==> config.mk <==
export PLATFORM = sky130hd
export DESIGN_NAME = silife_spi_wb_bridge
export DESIGN_NICKNAME = d
export VERILOG_FILES = /design/src/rtl/silife_spi_wb_bridge.sv
export SDC_FILE = /design/constraint.sdc
export NUM_CORES = 1
export LEC_CHECK = 0
export ABC_AREA = 1
export BUFFER_PORTS_ARGS = -buffer_cell sky130_fd_sc_hd__buf_2
export CELL_PAD_IN_SITES_DETAIL_PLACEMENT = 2
export CELL_PAD_IN_SITES_GLOBAL_PLACEMENT = 2
export CORE_MARGIN = 5
export CORE_UTILIZATION = 36
export DETAILED_ROUTE_END_ITERATION = 8
export PLACE_DENSITY = 0.95
export SYNTH_ARGS = -nofsm -noshare
export SYNTH_HDL_FRONTEND = slang
export SYNTH_SLANG_ARGS = --single-unit
==> constraint.sdc <==
create_clock -name clk -period 4.1 [get_ports clk]
set_clock_uncertainty 0.15 [all_clocks]
set_input_delay 0.41 -clock clk [delete_from_list [all_inputs] [get_ports clk]]
set_output_delay 0.41 -clock clk [all_outputs]
set_load 0.03 [all_outputs]
==> src/rtl/silife_spi_wb_bridge.sv <==
// SPI slave that decodes register-access frames and issues Wishbone master cycles.
// Frames: CMD, ADDR[23:0], then 4 write bytes (CMD 80) or dummy + 4 read bytes (CMD 00).
module silife_spi_wb_bridge #(
    parameter logic [7:0]  ADDR_HI = 8'h30,
    parameter int unsigned TIMEOUT = 32
) (
    input  logic        clk,
    input  logic        reset,
    input  logic        i_spi_cs,
    input  logic        i_spi_sck,
    input  logic        i_spi_mosi,
    output logic        o_spi_miso,
    output logic        o_spi_miso_oe,
    output logic        o_wb_cyc,
    output logic        o_wb_stb,
    output logic        o_wb_we,
    output logic [31:0] o_wb_addr,
    output logic [31:0] o_wb_data,
    input  logic        i_wb_ack,
    input  logic [31:0] i_wb_data,
    output logic        o_busy,
    output logic        o_error
);

    typedef enum logic [2:0] {IDLE, CMD, ADDR, WDATA, DUMMY, RDATA, IGNORE} spi_state_t;
    typedef enum logic {WB_IDLE, WB_BUSY} wb_state_t;

    spi_state_t  spi_state;
    wb_state_t   wb_state;

    logic [2:0]  cs_s;
    logic [2:0]  sck_s;
    logic [1:0]  mosi_s;
    logic        sck_rise, sck_fall, cs_fall, cs_rise;

    logic [5:0]  bit_cnt;
    logic [31:0] shift;
    logic [31:0] next_shift;
    logic        is_write;
    logic [23:0] addr24;
    logic [31:0] miso_sr;
    logic        wr_req, rd_req;
    logic [31:0] req_data;

    logic [5:0]  tmo_cnt;
    logic [31:0] rd_data;
    logic        rd_done;
    logic        wb_timeout;

    // Two flops for metastability, the third only for edge detection.
    always_ff @(posedge clk) begin
        if (reset) begin
            cs_s   <= 3'b111;
            sck_s  <= 3'b000;
            mosi_s <= 2'b00;
        end else begin
            cs_s   <= {cs_s[1:0], i_spi_cs};
            sck_s  <= {sck_s[1:0], i_spi_sck};
            mosi_s <= {mosi_s[0], i_spi_mosi};
        end
    end

    assign sck_rise   = sck_s[1] & ~sck_s[2];
    assign sck_fall   = ~sck_s[1] & sck_s[2];
    assign cs_fall    = ~cs_s[1] & cs_s[2];
    assign cs_rise    = cs_s[1] & ~cs_s[2];
    assign next_shift = {shift[30:0], mosi_s[1]};

    assign o_spi_miso_oe = ~cs_s[1];
    assign o_wb_stb      = o_wb_cyc;
    assign o_busy        = (spi_state != IDLE) || (wb_state == WB_BUSY);

    always_ff @(posedge clk) begin
        if (reset) begin
            spi_state  <= IDLE;
            bit_cnt    <= '0;
            shift      <= '0;
            is_write   <= 1'b0;
            addr24     <= '0;
            miso_sr    <= '0;
            wr_req     <= 1'b0;
            rd_req     <= 1'b0;
            req_data   <= '0;
            o_spi_miso <= 1'b0;
            o_error    <= 1'b0;
        end else begin
            wr_req <= 1'b0;
            rd_req <= 1'b0;
            if (wb_timeout) o_error <= 1'b1;
            if (cs_rise) begin
                spi_state  <= IDLE;
                o_spi_miso <= 1'b0;
            end else begin
                case (spi_state)
                    IDLE: if (cs_fall) begin
                        spi_state <= CMD;
                        bit_cnt   <= '0;
                        shift     <= '0;
                        o_error   <= 1'b0;
                    end
                    CMD: if (sck_rise) begin
                        shift   <= next_shift;
                        bit_cnt <= bit_cnt + 6'd1;
                        if (bit_cnt == 6'd7) begin
                            bit_cnt <= '0;
                            if (next_shift[7:0] == 8'h80 || next_shift[7:0] == 8'h00) begin
                                is_write  <= next_shift[7];
                                spi_state <= ADDR;
                            end else begin
                                spi_state <= IGNORE;
                                o_error   <= 1'b1;
                            end
                        end
                    end
                    ADDR: if (sck_rise) begin
                        shift   <= next_shift;
                        bit_cnt <= bit_cnt + 6'd1;
                        if (bit_cnt == 6'd23) begin
                            bit_cnt <= '0;
                            addr24  <= next_shift[23:0];
                            if (is_write) begin
                                spi_state <= WDATA;
                            end else begin
                                spi_state <= DUMMY;
                                rd_req    <= 1'b1;
                            end
                        end
                    end
                    WDATA: if (sck_rise) begin
                        shift   <= next_shift;
                        bit_cnt <= bit_cnt + 6'd1;
                        if (bit_cnt == 6'd31) begin
                            bit_cnt   <= '0;
                            req_data  <= next_shift;
                            wr_req    <= 1'b1;
                            spi_state <= IGNORE;
                        end
                    end
                    DUMMY: if (sck_rise) begin
                        bit_cnt <= bit_cnt + 6'd1;
                        if (bit_cnt == 6'd7) begin
                            bit_cnt   <= '0;
                            spi_state <= RDATA;
                            if (rd_done) begin
                                miso_sr <= rd_data;
                            end else begin
                                miso_sr <= '0;
                                o_error <= 1'b1;
                            end
                        end
                    end
                    RDATA: begin
                        // Mode 0: present on SCK fall so the host samples on the next rise.
                        if (sck_fall) begin
                            o_spi_miso <= miso_sr[31];
                            miso_sr    <= {miso_sr[30:0], 1'b0};
                        end
                        if (sck_rise) begin
                            bit_cnt <= bit_cnt + 6'd1;
                            if (bit_cnt == 6'd31) begin
                                spi_state  <= IGNORE;
                                o_spi_miso <= 1'b0;
                            end
                        end
                    end
                    default: o_spi_miso <= 1'b0;
                endcase
            end
        end
    end

    always_ff @(posedge clk) begin
        if (reset) begin
            wb_state   <= WB_IDLE;
            o_wb_cyc   <= 1'b0;
            o_wb_we    <= 1'b0;
            o_wb_addr  <= '0;
            o_wb_data  <= '0;
            tmo_cnt    <= '0;
            rd_data    <= '0;
            rd_done    <= 1'b0;
            wb_timeout <= 1'b0;
        end else begin
            wb_timeout <= 1'b0;
            case (wb_state)
                WB_IDLE: if (wr_req || rd_req) begin
                    o_wb_cyc  <= 1'b1;
                    o_wb_we   <= wr_req;
                    o_wb_addr <= {ADDR_HI, addr24};
                    o_wb_data <= wr_req ? req_data : 32'h0;
                    tmo_cnt   <= '0;
                    rd_done   <= 1'b0;
                    wb_state  <= WB_BUSY;
                end
                default: begin
                    if (i_wb_ack) begin
                        o_wb_cyc <= 1'b0;
                        if (!o_wb_we) rd_data <= i_wb_data;
                        rd_done  <= 1'b1;
                        wb_state <= WB_IDLE;
                    end else if (tmo_cnt == 6'(TIMEOUT - 1)) begin
                        o_wb_cyc   <= 1'b0;
                        wb_timeout <= 1'b1;
                        rd_data    <= '0;
                        rd_done    <= 1'b1;
                        wb_state   <= WB_IDLE;
                    end else begin
                        tmo_cnt <= tmo_cnt + 6'd1;
                    end
                end
            endcase
        end
    end

endmodule

After elaboration in Yosys (flattened, before gate mapping)
Cells that the tools add are included.
Word-level totals
  latch bits: 0
  flip-flop bits (word level): 241
  output and inout port bits: 71
  memory bits (writable): 0
  memories kept: 0
  memory bits (read-only): 0
Operators by class
  shifts and indexed selects: 0
  multiplexer cells: 66
  $lt $le $gt $ge: 0
  divide/modulo/power cells: 0
  multiply operators: 0
  bitwise operators: 14
  add/subtract/negate cells: 2
  reductions and logical operators: 31
  eq/ne operators: 28
Operators by type and width (count)
  two-way mux 32 bit: 8
  two-way mux 6 bit: 12
  case mux 32 bit (2 select lines): 1
  two-way mux 31 bit: 2
  case mux 31 bit (2 select lines): 1
  two-way mux 3 bit: 11
  case mux 6 bit (5 select lines): 1
  two-way mux 1 bit: 27
  != test 2 bit, second input constant: 13
  == test 6 x 5 -> 1 bit, second input constant: 3
  case mux 3 bit (5 select lines): 1
  adder 6 x 1 -> 6 bit, second input constant: 2
  AND reduction 4 bit: 3
  inverter 1 bit: 10
  AND reduction 10 bit: 1
  AND reduction 5 bit: 2
  nonzero test 5 bit: 2
  OR reduction 5 bit: 2
  == test 8 bit, second input constant: 1
  logical NOT 8 bit: 1
  != test 2 x 1 -> 1 bit, second input constant: 4
  nonzero test 2 bit: 4
  AND reduction 7 bit: 1
  == test 3 x 2 -> 1 bit, second input constant: 2
  15 further kinds: 26

Longest topological paths before layout
  depth after elaboration: 7
  depth in mapped cells: 12
  mapped depth without buffers: 11

Worst setup path before layout
No wires, ideal clock.
  path kind: reg2reg
  start point: register bit_cnt[0]
  end point: register req_data[10]
  period minus slack after synthesis: 1705 ps
  library setup time: 119 ps
  setup slack: 2395 ps
  arrival: 1435 ps
  stages on the path, launching flop included: 9
  path through: dfxtp_1 -> ha_1 -> nand2_1 -> nor2_1 -> nand4_1 -> buf_2 -> buf_2 -> o21ai_0 -> a21oi_1
Between the ends
  cells in the longest elaborated chain, start to end: 2
RTL lines
  start: declaration: line 36  | logic [5:0] bit_cnt;
  start signal: assignment: line 103  | bit_cnt <= bit_cnt + 6'd1;
  start signal: assignment: line 117  | bit_cnt <= bit_cnt + 6'd1;
  start signal: assignment: line 131  | bit_cnt <= bit_cnt + 6'd1;
  == test 6 x 5 -> 1 bit: line 132  | if (bit_cnt == 6'd31) begin
  AND reduction 4 bit (no line)
  end signal: assignment: line 134  | req_data <= next_shift;
  end: declaration: line 43  | logic [31:0] req_data;
Every way passes these cells.
A chain may end at the register's enable or synchronous reset.

Final worst setup path
  start point: register spi_state[0]
  end point: register shift[10]
Between the ends
  cells in the longest elaborated chain, start to end: 4
  elaborated cells between the ends (all ways): 10
RTL lines
  start: declaration: line 28  | spi_state_t spi_state;
  start signal: assignment: line 75  | spi_state <= IDLE;
  start signal: assignment: line 91  | spi_state <= IDLE;
  start signal: assignment: line 96  | spi_state <= CMD;
  == test 3 x 2 -> 1 bit or == test 3 x 1 -> 1 bit (tied branches): line 94  | case (spi_state)
  OR reduction 3 bit (no line)
  != test 2 x 1 -> 1 bit (no line) or nonzero test 2 bit (tied branches)
  AND reduction 4 bit (no line)
  end signal: assignment: line 102  | shift <= next_shift;
  end signal: assignment: line 116  | shift <= next_shift;
  end signal: assignment: line 130  | shift <= next_shift;
  end: declaration: line 37  | logic [31:0] shift;
Parallel ways exist; a longest one is shown, timed or not.

==> qor.yml <==
ctsRootBufferMaster: "clkbuf_16"
hold_viol_final: 0
peakVddDrop_mv: 0.3511
critPathKind: "reg2reg"
synth_top_family_by_area: "simple AND/OR/NAND/NOR gates"
fill_cells: 2900
synth.area.mux_share_pct: 0
synth.cell_area_um2: 9348
firstDrtPassIters: 5
comb_power_share_pct: 20.4
cp.arrival_ps: 3350
worst_pin_slew_ps: 1341
numCtsBuffers: 27
relSlewSlack_pct: 10.34
synthSimpleGateAreaFrac_pct: 25.34
place_inst: 1635
synth_seq_cells: 241
postRouteAntennaNets: 0
synthXorXnorAreaFrac_pct: 0.1874
path_cells: "nor2_2, inv_1, a21oi_2, buf_4, nand2_1, nand2_1, a21oi_1"
drc: 0
dieArea_um2: 29290
die_w_um: 171.1
p_int_mw: 3.905
cts_max_level: 1
final_area_um2: 11070
synth_area_per_cell_um2: 7.389
synth_edf_count: 0
die_y_um: 171.1
hold_start: "i_wb_data[10]"
grt_antenna_before_repair: 0
post_dp_cell_area_um2: 9968
hold_class: "in2reg"
clock-sinks: 241
cpMostUsedCell: "nand2_1"
power_leakage_nw: 4.624
ys_seq_area_share_pct: 51.61
num_vias: 9423
routed_wl_um: 40890
p_per_area_nw_per_um2: 540.4
period_share_pct: 75.44
fmax_ghz: 0.3233
drive_gt1_share_pct: 12.60
setup_slack_ps: 1007
swShare_pct: 34.75
startpoint: "spi_state[0]$_SDFFE_PP0P_"
place_congestion: 0.8426
synthAdderAreaFrac_pct: 0.2677
setup_viol: 0
status: "finished, final reports clean"
synth_cell_type_count: 33
path_clk_slew_ps: 60
post-dp-hpwl_um: 20730
grt_pass1_wl_um: 63310
hold_ws_ps: 5.404
place_ws_ps: 1252
synth-compound-area-share_pct: 14.76
finalPower_mw: 5.985
fin_util_pct: 42.86
clock_latency_ps: 560
syn_to_final_growth_pct: 18.47
cts_buffer_depth: 3
r2r_start: "spi_state[0]$_SDFFE_PP0P_"
rsz0062_at_grt: "false"
async_flop_share_pct: 0
viasPerCell: 5.514
final_nets: 1399
seq_power_share_pct: 40.3
grt_max_degree: 69
ioPinCount: 109
grt_pass1_vias: 10590
cp_max_fo: 32
rows: 59
end_kind: "flop"
fin_setup_tns_ps: 0
ys_warn_count: 0
track_usage_pct: 27.34
cp_slowest_cell: "nand2_1"
pwr-share-clk_pct: 39.2
cts_tree: "built"
wl_per_cell_um: 23.93
p_switching_mw: 2.079
synth_ff_type: "dfxtp_1"
portBuffers: 102
core-area_um2: 25840
dr.first_iter.drc_count: 657
slew_viol_final: 0
syn_inst: 1265
required_ps: 4360
critical_path.max_stage_delay_ps: 830
grt-ovfl-total: 0
final_cell_count_no_fill: 1709
cp-start-kind: "flop"
cap_violations: 0
start_util_pct: 36.18
min_period_ps: 3093
## synth_stat cells (2+ instances only)
| cell type | number | area share (%) |
|---|---|---|
| nand2_1 | 371 | 15 |
| dfxtp_1 | 241 | 52 |
| nor2_1 | 146 | 5.9 |
| a21oi_1 | 142 | 7.6 |
| o21ai_0 | 97 | 5.2 |
| inv_1 | 74 | 3.0 |
| clkbuf_1 | 43 | 1.7 |
| nand4_1 | 35 | 2.3 |
| o21ai_1 | 22 | 1.2 |
| buf_2 | 21 | 1.1 |
| nand3_1 | 17 | 0.91 |
| buf_4 | 13 | 1.0 |
| inv_2 | 7 | 0.28 |
| buf_6 | 5 | 0.60 |
| nor2_2 | 4 | 0.27 |
| a211oi_1 | 3 | 0.24 |
| a21oi_2 | 2 | 0.19 |
| ha_1 | 2 | 0.27 |
| nor2_4 | 2 | 0.24 |
| nor3_1 | 2 | 0.11 |
| nor3b_1 | 2 | 0.16 |
| or2_2 | 2 | 0.13 |
| xor2_1 | 2 | 0.19 |
## registers in the layout (all words and copies together), names as in the netlist, 6 cells and up
| register | flops |
|---|---|
| o_wb_addr | 25 |
| req_data | 32 |
| addr24 | 24 |
| bit_cnt | 6 |
| rd_data | 32 |
| shift | 31 |
| miso_sr | 32 |
| tmo_cnt | 6 |
| o_wb_data | 32 |
## cell type report
class                           instances  area [um2]  share of cell area, %
Antenna cell                            1       2.502                0.02260
Clock buffer                           40       784.5                  7.084
Clock inverter                          3       18.77                 0.1695
Inverter                               81       304.0                  2.745
Multi-Input combinational cell        865        3825                  34.54
Sequential cell                       241        4825                  43.57
Tap cell                              335       419.2                  3.785
Timing Repair Buffer                  143       895.9                  8.089
## what timing repair did
action / CTS / global route
hold buffers: 30 / 0
hold endpoints to repair: 30 / 0
gates resized for setup: 0 / 0
buffers inserted: 0 / 0
endpoints found under the setup margin: 0 / 0
## worst max-delay path: cells and delay by family (launching register included)
| family | cells | cell delay (ps) |
|---|---|---|
| DFF | 1 | 460 |
| AOI/OAI and AO/OA | 2 | 280 |
| and+or+nand+nor | 3 | 1520 |
| buffers and inverters | 2 | 530 |
## placed cells by master (no fill, tap or decap), types with 3 or more instances in the layout
cell type,netlist,routed
conb_1,1,6
a211oi_1,3,3
a21oi_1,142,142
o21ai_0,97,97
dfxtp_1,241,241
clkbuf_16,0,27
buf_4,13,12
nand4_1,35,35
nand3_1,17,17
o21ai_1,22,22
buf_2,21,101
clkbuf_8,0,6
nand2_1,371,371
inv_1,74,73
nor2_1,146,144
inv_2,7,8
dlygate4sd3_1,0,30
nor2_2,4,6
clkbuf_1,43,7
## cells by family (layout without fill, tap and decap cells)
family / after synthesis / count (layout)
adder cells (fa/ha/maj): 2 / 2
other: 1 / 7
XOR/XNOR: 2 / 2
buffers and inverters: 164 / 267
AO/OA/AOI/OAI: 270 / 270
flip-flops: 241 / 241
AND/OR/NAND/NOR: 585 / 585
## power groups by stage
stage	logic, mW	clock network [mW]	registers, mW
2_1_floorplan	0.805	0	2.43
3_3_place_gp	1.02	0	2.46
3_5_place_dp	1.08	0	2.46
4_1_cts	1.18	2.37	2.41
5_1_grt	1.29	2.47	2.42
6_report	1.22	2.35	2.41
## worst paths after layout
| check | slack [ps] | cells past startpoint | endpoint |
|---|---|---|---|
| worst min-delay path | 5 | 3 | rd_data[10]$_SDFFE_PP0P_ |
| worst max-delay path | 1010 | 7 | shift[10]$_SDFFE_PP0P_ |
| worst max register to register | 1010 | 7 | shift[10]$_SDFFE_PP0P_ |
| worst min register to register | 260 | 2 | mosi_s[1]$_SDFF_PP0_ |
## routing by layer
metal  global-route usage, %  routed length (um)
met1                   31.99               16040
met2                   49.32               21140
met3                   4.968                2024
met4                   10.92                1687
met5                       0                   0
No activity file was read; power rests on OpenSTA's default activity.
